[src/rtl/game_cursor_draw.sv]
// game_cursor_draw: keeps the selected board cell and draws a 2-px outline around it on the VGA bus.
// The optional blink FSM is compiled in when GAME_CURSOR_BLINK_EN is defined.
package game_cursor_draw_pkg;
  localparam int unsigned HCNT_W = 11;
  localparam int unsigned VCNT_W = 11;
  localparam int unsigned RGB_W  = 12;

  typedef struct packed {
    logic [HCNT_W-1:0] hcount;
    logic [VCNT_W-1:0] vcount;
    logic              hsync;
    logic              vsync;
    logic              hblnk;
    logic              vblnk;
    logic [RGB_W-1:0]  rgb;
  } vga_bus_t;
endpackage

module game_cursor_draw
  import game_cursor_draw_pkg::*;
#(
  parameter logic [11:0] CURSOR_COLOR = 12'hF00,
  parameter int unsigned BLINK_FRAMES = 30,
  parameter int unsigned CELL_PX      = 16
) (
  input  logic       clk,
  input  logic       rst,
  input  logic       is_game_on,
  input  logic [2:0] board_size,
  input  logic       move_up,
  input  logic       move_down,
  input  logic       move_left,
  input  logic       move_right,
  input  vga_bus_t   bus_in,
  output vga_bus_t   bus_out,
  output logic [3:0] cursor_row,
  output logic [3:0] cursor_col
);
  localparam int unsigned GEO_W = 16;
  localparam int unsigned POS_W = 4;
  localparam logic [GEO_W-1:0] H_RES = 16'd1024;
  localparam logic [GEO_W-1:0] V_RES = 16'd768;
  localparam logic [GEO_W-1:0] CELL  = GEO_W'(CELL_PX);
  localparam logic [GEO_W-1:0] EDGE  = 16'd2;

  logic [2:0]       board_q;
  logic [POS_W-1:0] cursor_row_q, cursor_row_d;
  logic [POS_W-1:0] cursor_col_q, cursor_col_d;
  vga_bus_t         bus_q, bus_d;

  logic             board_legal;
  logic [GEO_W-1:0] n_cells, board_px, x0, y0, hx, vy;
  logic [GEO_W-1:0] h_pix, v_pix, h_off, v_off;
  logic             in_box, on_edge, outline, draw_en, visible;
  logic [POS_W-1:0] n_last;
  logic             board_chg, row_mv, col_mv, move_applied;

  // Cursor box geometry for the current board, centred on the 1024x768 screen.
  always_comb begin
    board_legal = (board_size >= 3'd1) && (board_size <= 3'd4);
    n_cells     = GEO_W'(board_size) * GEO_W'(board_size);
    board_px    = CELL * n_cells;
    x0          = (H_RES - board_px) >> 1;
    y0          = (V_RES - board_px) >> 1;
    hx          = x0 + GEO_W'(cursor_col_q) * CELL;
    vy          = y0 + GEO_W'(cursor_row_q) * CELL;
    h_pix       = GEO_W'(bus_in.hcount);
    v_pix       = GEO_W'(bus_in.vcount);
    h_off       = h_pix - hx;
    v_off       = v_pix - vy;
    in_box      = (h_pix >= hx) && (h_pix < hx + CELL) &&
                  (v_pix >= vy) && (v_pix < vy + CELL);
    on_edge     = (h_off < EDGE) || (h_off >= CELL - EDGE) ||
                  (v_off < EDGE) || (v_off >= CELL - EDGE);
    outline     = in_box && on_edge;
  end

  // Cursor next state: board change / illegal size win over moves; opposite moves cancel.
  always_comb begin
    board_chg    = (board_q != board_size);
    row_mv       = move_up ^ move_down;
    col_mv       = move_left ^ move_right;
    move_applied = is_game_on && board_legal && !board_chg && (row_mv || col_mv);
    n_last       = POS_W'(n_cells - 16'd1);
    cursor_row_d = cursor_row_q;
    cursor_col_d = cursor_col_q;
    if (!board_legal || board_chg) begin
      cursor_row_d = '0;
      cursor_col_d = '0;
    end else if (is_game_on) begin
      if (row_mv) begin
        if (move_up) begin
          cursor_row_d = (cursor_row_q == '0) ? n_last : cursor_row_q - POS_W'(1);
        end else begin
          cursor_row_d = (cursor_row_q >= n_last) ? '0 : cursor_row_q + POS_W'(1);
        end
      end
      if (col_mv) begin
        if (move_left) begin
          cursor_col_d = (cursor_col_q == '0) ? n_last : cursor_col_q - POS_W'(1);
        end else begin
          cursor_col_d = (cursor_col_q >= n_last) ? '0 : cursor_col_q + POS_W'(1);
        end
      end
    end
  end

  always_ff @(posedge clk) begin
    if (rst) begin
      board_q      <= '0;
      cursor_row_q <= '0;
      cursor_col_q <= '0;
    end else begin
      board_q      <= board_size;
      cursor_row_q <= cursor_row_d;
      cursor_col_q <= cursor_col_d;
    end
  end

`ifdef GAME_CURSOR_BLINK_EN
  localparam int unsigned CNT_W = 8;
  localparam logic [0:0]  SHOW  = 1'b0;
  localparam logic [0:0]  HIDE  = 1'b1;

  logic [0:0]       state_q, state_d;
  logic [CNT_W-1:0] blink_cnt_q, blink_cnt_d;
  logic             frame_tick;

  // bus_q.vsync is the previous bus_in.vsync, so it doubles as the edge detector.
  always_comb begin
    state_d     = state_q;
    blink_cnt_d = blink_cnt_q;
    frame_tick  = bus_in.vsync && !bus_q.vsync;
    if (!is_game_on || move_applied) begin
      state_d     = SHOW;
      blink_cnt_d = '0;
    end else if (frame_tick) begin
      if (blink_cnt_q >= CNT_W'(BLINK_FRAMES - 1)) begin
        blink_cnt_d = '0;
        state_d     = (state_q == SHOW) ? HIDE : SHOW;
      end else begin
        blink_cnt_d = blink_cnt_q + CNT_W'(1);
      end
    end
  end

  always_ff @(posedge clk) begin
    if (rst) begin
      state_q     <= SHOW;
      blink_cnt_q <= '0;
    end else begin
      state_q     <= state_d;
      blink_cnt_q <= blink_cnt_d;
    end
  end

  assign visible = (state_q == SHOW);
`else
  logic unused_blink_cfg;
  assign unused_blink_cfg = ^BLINK_FRAMES;
  assign visible          = 1'b1;
`endif

  // Pixel path: everything passes through one register, outline pixels recoloured.
  always_comb begin
    draw_en = is_game_on && visible && board_legal;
    bus_d   = bus_in;
    if (draw_en && outline && !bus_in.hblnk && !bus_in.vblnk) begin
      bus_d.rgb = CURSOR_COLOR;
    end
  end

  always_ff @(posedge clk) begin
    if (rst) begin
      bus_q <= '0;
    end else begin
      bus_q <= bus_d;
    end
  end

  assign bus_out    = bus_q;
  assign cursor_row = cursor_row_q;
  assign cursor_col = cursor_col_q;
endmodule

[config.mk]
export PLATFORM = sky130hd
export DESIGN_NAME = game_cursor_draw
export DESIGN_NICKNAME = d
export VERILOG_FILES = /design/src/rtl/game_cursor_draw.sv
export SDC_FILE = /design/constraint.sdc
export NUM_CORES = 1
export LEC_CHECK = 0
export CORE_AREA = 3 3 129 131
export CTS_CLUSTER_DIAMETER = 60
export CTS_CLUSTER_SIZE = 12
export DETAILED_ROUTE_END_ITERATION = 10
export DIE_AREA = 0 0 132 134
export MAX_ROUTING_LAYER = met4
export PLACE_DENSITY = 0.55
export SETUP_SLACK_MARGIN = 0.3
export SYNTH_ARGS = -nofsm -noshare
export SYNTH_HDL_FRONTEND = slang
export SYNTH_SLANG_ARGS = --single-unit
[constraint.sdc]
create_clock -name clk -period 6.4 [get_ports clk]
set_clock_uncertainty 0.2 [all_clocks]
set_input_delay 0.96 -clock clk [delete_from_list [all_inputs] [get_ports clk]]
set_output_delay 0.96 -clock clk [all_outputs]
set_load 0.05 [all_outputs]
# [Word-level counts from Yosys, hierarchy flattened]
# Index checks and enable logic that the tools add are counted.
[totals] ff_bits=49 in_bits=48 output_inout_bits=46 word_cells=69
[op_classes] n_addsub=13 n_mul=1 n_lt_le_gt_ge=12 n_eq_ne=1 n_mux=7 bitwise_logic=2 n_reduce_logical=22
[ops] cell="$add A15 B8 Y16" count=2
[ops] cell="$add A16 B5 Y16 const B" count=2
[ops] cell="$ge A11 B16 Y1" count=2
[ops] cell="$ge A16 B4 Y1 const B" count=2
[ops] cell="$lt A11 B16 Y1" count=2
[ops] cell="$lt A16 B2 Y1 const B" count=2
[ops] cell="$sub A11 B16 Y16" count=2
[ops] cell="$mux W4" count=6
[ops] cell="$mux W12" count=1
[ops] cell="$sub A11 B10 Y12 const A" count=1
[ops] cell="$sub A4 B1 Y4 const B" count=3
[ops] cell="$sub A10 B10 Y11 const A" count=1
[ops] cell="$logic_and A1 B1 Y1" count=9
[ops] cell="$add A4 B1 Y4 const B" count=2
[ops] cell="$ge A4 B4 Y1" count=2
[ops] cell="$logic_not A4 Y1" count=2
[ops] cell="$mul A3 B3 Y6" count=1
[ops] cell="$logic_or A1 B1 Y1" count=4
[ops] cell="$reduce_and A2 Y1" count=2
[ops] cell="$reduce_or A2 Y1" count=2
[ops] cell="$ge A3 B1 Y1 const B" count=1
[ops] cell="$le A3 B3 Y1 const B" count=1
[ops] cell="$logic_not A1 Y1" count=3
[ops] cell="$ne A3 B3 Y1" count=1
[ops] cell="$xor A1 B1 Y1" count=2

# [Depth between registers and ports, before layout]
# Gate-level depths: netlist of run 1.
[depth] word_depth=13 mapped_depth=22 mapped_depth_nobuf=19

# [Worst setup path after synthesis of run 1]
# No wires, ideal clock.
[synth_timing] path_kind="in2reg" start="input port board_size[2]" end="register bus_q (netlist bit bus_out[10])" setup_time_ps=115 arrival_time_ps=5150 t_required_ps=6085 path_slack_ps=935 stages=22 path_buffers=4 cell_sequence="clkbuf_1 clkbuf_1 and2_1 ha_1 clkbuf_1 xnor2_1 ha_1 a21o_1 a21oi_1 nand3_1 o21ai_0 a21o_1 inv_1 ha_1 inv_1 a2111oi_0 nand4_1 a2111oi_2 o2111a_1 a31oi_1 buf_6 o21ba_1"
[synth_between] elab_chain_cells=13 word_cells_on_any_way=32 cone_classes="add/sub (8); mul (1); order compare (10); mux (1); reduce/logical (12)"
[synth_lines] item="from (decl)" line="29" rtl="input logic [2:0] board_size,"
[synth_lines] item="$mul A3 B3 Y6" line="61" rtl="n_cells = GEO_W'(board_size) * GEO_W'(board_size);"
[synth_lines] item="$sub A11 B10 Y12" line="63" rtl="x0 = (H_RES - board_px) >> 1;"
[synth_lines] item="$add A15 B8 Y16" line="65" rtl="hx = x0 + GEO_W'(cursor_col_q) * CELL;"
[synth_lines] item="$add A16 B5 Y16 / $sub A11 B16 Y16 (equally long branches)" line="71, 69"
[synth_lines] item="$lt A11 B16 Y1, or another cell as far along" line="71" rtl="in_box = (h_pix >= hx) && (h_pix < hx + CELL) &&"
[synth_lines] item="$logic_and A1 B1 Y1 / $logic_or A1 B1 Y1 (equally long branches) (2 in series)" line="71, 73"
[synth_lines] item="$logic_and A1 B1 Y1 / $logic_or A1 B1 Y1 (equally long branches)" line="72, 74"
[synth_lines] item="$logic_and A1 B1 Y1" line="75" rtl="outline = in_box && on_edge;"
[synth_lines] item="$logic_and A1 B1 Y1 * (3 in series)" line="168" rtl="if (draw_en && outline && !bus_in.hblnk && !bus_in.vblnk) begin"
[synth_lines] item="$mux W12 *" line="168"
[synth_lines] item="to (signal assigned)" line="177" rtl="bus_q <= bus_d;"
[synth_lines] item="to (decl)" line="49" rtl="vga_bus_t bus_q, bus_d;"
# Mark *: on every way between the ends. The rest lies on a longest branch, timed or not.
# A chain may end at the register's enable or synchronous reset.

# [Worst setup path after layout of run 1]
[layout_timing] start="input port board_size[0]" end="register bus_q (netlist bit bus_out[11])"
# The elaborated chain is that of the path after synthesis.

==> run_results.csv, run 1 <==
group,metric,value,unit
global_routing,grt_start_max_net_pins,43,
cts,postCtsSetupRepairBufs,0,
setup_path,worstPathArrival,5.74,ns
routing,num_vias,3602,
routing,final_antenna_net_count,0,
place,dp_hpwl,8960,microns
place,io_buffers,93,
global_routing,grtUsageTotal,0.129,
timing,hold_violations,0,
layout,synthToLayoutAreaGrowth,34.9,%
layout,design_area,0.00526,sq mm
yosys,avgSynthCellArea,8.48,sq um
yosys,syn_nets,565,
routing,wirelength,11100,microns
cts,cts_max_path_buffers,2,
layout,utilization,0.335,
yosys,synth-seq-area-share,0.252,
global_routing,grt_pass1_vias,3560,
setup_path,crit_type,"in -> reg",
global_routing,antenna_found_initial,0,
global_routing,grt_pass1_wl,18100,microns
timing,setup_viol_count_final,0,
cts,clkLatencyLatePin,0.30,ns
yosys,ys_warn_count,0,
cts,cts_buffers,5,
layout,drive_above_1_share,0.0544,
floorplan,core,0.0157,sq mm
hold_path,holdCritPathClass,"reg -> reg",
power_and_ir_drop,powerDensity,184,mW/mm^2
routing,drt-wirelength-per-cell,14.5,microns
yosys,async_flop_share,0,
timing,rsz0062_at_grt,"no",
routing,viasPerCell,4.70,
timing,period_minus_slack,5.75,ns
floorplan,io_pins,94,
layout,n_antenna_cell,0,
layout,n_fill_cell,1637,
power_and_ir_drop,peakVddDrop,0.0000907,V
yosys,synthCells,460,
cts,cts_tree,"done",
timing,max_freq,174,MHz
yosys,synth_seq_cells,49,
cts,clkSinkCount,49,
routing,post-route-drc-count,0,
floorplan,initial_core_util,0.248,
yosys,synth_edf_count,0,
place,gp_congestion,0.907,
floorplan,die_h,134,microns
floorplan,dieArea,0.0177,sq mm
global_routing,grt_overflow_total,0,
timing,maxSlewViolCount,0,
run_status,status,"finished clean",
timing,maxSlewHeadroom,0.601,
floorplan,die_x,132,microns
layout,fin_nets,655,
floorplan,rows,46,
job,cap_violations,0,
setup_path,reg2regPathDepth,16,
power_and_ir_drop,total_power,0.970,mW
cts,clkTransAtPathRegs,0.07,ns
timing,fin_setup_tns,0,ns
timing,period_share,0.898,
setup_path,cp_max_fo,12,
timing,tightestPinTransition,0.583,ns
power_and_ir_drop,leakage,2.18,nW
routing,first_iter_violations,221,
setup_path,required,6.40,ns
routing,drt_pass1_iterations,5,
setup_path,endpoint_kind,"register",
hold_path,min_path_cells,2,
yosys,synth.distinct_cells,54,
cts,cts-hold-fix-buffers,0,
cts,htreeDepth,2,
yosys,netlist_area,0.00390,sq mm
yosys,ys.flop_type,"dfxtp_1",
cts,cts_root_buf,"clkbuf_16",
cts,cts_resized,0,
setup_path,start_kind,"input port",
place,dpl-instance-area,0.00508,sq mm
layout by cell type (no fill, tap or decap), types with 3 or more instances in the layout:
cell type and instances:
a2111oi_0 4, xor2_1 9, and2_1 4, clkdlybuf4s50_1 93
o31a_1 3, inv_1 32, o21bai_1 3, nor2_1 26
a22oi_1 5, o21ba_1 4, nand4_1 3, a21oi_1 21
nor3b_2 8, fa_1 4, ha_1 53, o21ai_0 27
o31ai_1 8, nand2_1 25, mux2i_1 5, dfxtp_1 49
xnor2_1 15, a311oi_1 3, nor3_1 4, nor3b_1 4
nand3_1 12, o21a_1 4, nor4_1 4, a211o_1 3
a221oi_1 3, a31oi_1 4, a211oi_1 3, a21o_1 16
nor2b_1 35, clkbuf_16 5, nand2b_1 8, and3_1 4
buf_4 7
final cells by class:
cell class                 count  area [sq um]  share of cell area
inverter                      34           128              0.0243
timing repair buffer         100           983               0.187
multi-input combinational    360          2730               0.519
clock buffer                   6           129              0.0245
tap                          216           270              0.0514
sequential                    49           981               0.186
clock inverter                 2          38.8             0.00737
critical path, cell delays in order:
cell and delay [ns]:
clkdlybuf4s50_1 0.58, and2_1 0.24, ha_1 0.40, xnor2_2 0.29, ha_1 0.32, nor2b_1 0.14, o21ai_0 0.15, nand2b_1 0.12
xnor2_1 0.37, inv_1 0.09, ha_1 0.40, nor3b_1 0.18, mux2_1 0.30, a2111oi_0 0.46, o2111a_1 0.27, a31oi_1 0.08
buf_4 0.21, o21ba_1 0.18
kinds of logic (layout without fill, tap and decap cells):
logic type | Yosys count | in the layout | share of synthesized area
DFF | 49 | 49 | 0.252
buffers and inverters | 51 | 142 | 0.0510
adders and majority gates | 57 | 57 | 0.191
muxes | 6 | 6 | 0.0157
and+or+nand+nor | 147 | 147 | 0.214
AOI/OAI and AO/OA | 125 | 125 | 0.221
xor gates and xnor gates | 25 | 25 | 0.0561
layer usage:
| layer | GRT usage | vias up | routed length (microns) |
|---|---|---|---|
| li1 | - | 1834 | - |
| met4 | 0.0379 | 0 | 177 |
| met3 | 0.0274 | 13 | 474 |
| met2 | 0.206 | 88 | 5090 |
| met5 | - | - | 0 |
| met1 | 0.166 | 1667 | 5350 |
flip-flops by register name (all words and copies together), names as in the netlist:
name	count
cursor_col	4
bus_out	38
board_q	3
cursor_row	4
path summary, 6_finish.rpt:
kind                              startpoint                    endpoint  slack (ns)
setup / recovery               board_size[0]      bus_out[11]$_SDFF_PP0_        0.65
hold / removal    cursor_row[0]$_SDFFE_PP0P_  cursor_row[0]$_SDFFE_PP0P_        0.42
setup reg to reg  cursor_col[0]$_SDFFE_PP0P_      bus_out[11]$_SDFF_PP0_        2.16
hold reg to reg   cursor_row[0]$_SDFFE_PP0P_  cursor_row[0]$_SDFFE_PP0P_        0.42
power by group:
part | total [mW] | internal, mW | switching (mW) | leakage, nW
sequential | 0.323 | 0.319 | 0.00409 | 0.406
clock | 0.306 | 0.185 | 0.121 | 0.0810
combinational | 0.341 | 0.145 | 0.196 | 1.70
synthesized netlist by cell type, types with 3 or more instances:
master,instances,area share
xor2_1,9,0.020
nor3_1,4,0.0051
a31oi_1,4,0.0064
nor4_1,4,0.0064
o21ai_0,27,0.035
o31a_1,3,0.0067
nor2_1,27,0.026
fa_1,4,0.021
o21ba_1,4,0.010
nand2_1,25,0.024
o21bai_1,3,0.0058
a21oi_1,21,0.027
nor3b_1,4,0.0077
mux2i_1,5,0.013
ha_1,53,0.17
a21o_1,16,0.031
a211o_1,3,0.0067
xnor2_1,16,0.036
nor2b_1,35,0.056
a211oi_1,3,0.0058
and2_1,4,0.0064
o21a_1,4,0.0077
nand2b_1,8,0.013
a311oi_1,3,0.0067
nand4_1,3,0.0048
dfxtp_1,49,0.25
clkbuf_1,15,0.014
o31ai_1,8,0.015
nand3_1,12,0.015
and3_1,4,0.0064
a2111oi_0,5,0.011
a221oi_1,3,0.0067
inv_1,32,0.031
nor3b_2,8,0.026
a22oi_1,5,0.0096
per-stage QoR:
step           setup WS (ns)  std cells  hold slack [ns]
2_1_floorplan          0.935        460            0.577
3_3_place_gp           0.413        759            0.402
3_5_place_dp           0.228        759            0.405
4_1_cts                0.542        767            0.420
5_1_grt                0.312        767            0.474
6_report               0.655        767            0.419
Note: power is estimated with default switching activity, not from simulation.
==> inputs of run 2 (changes only) <==
SKIP_LAST_GASP = 1   (was not set)
==> results of run 2 <==
The final DEF is identical to that of run 1; final timing and power are the same.
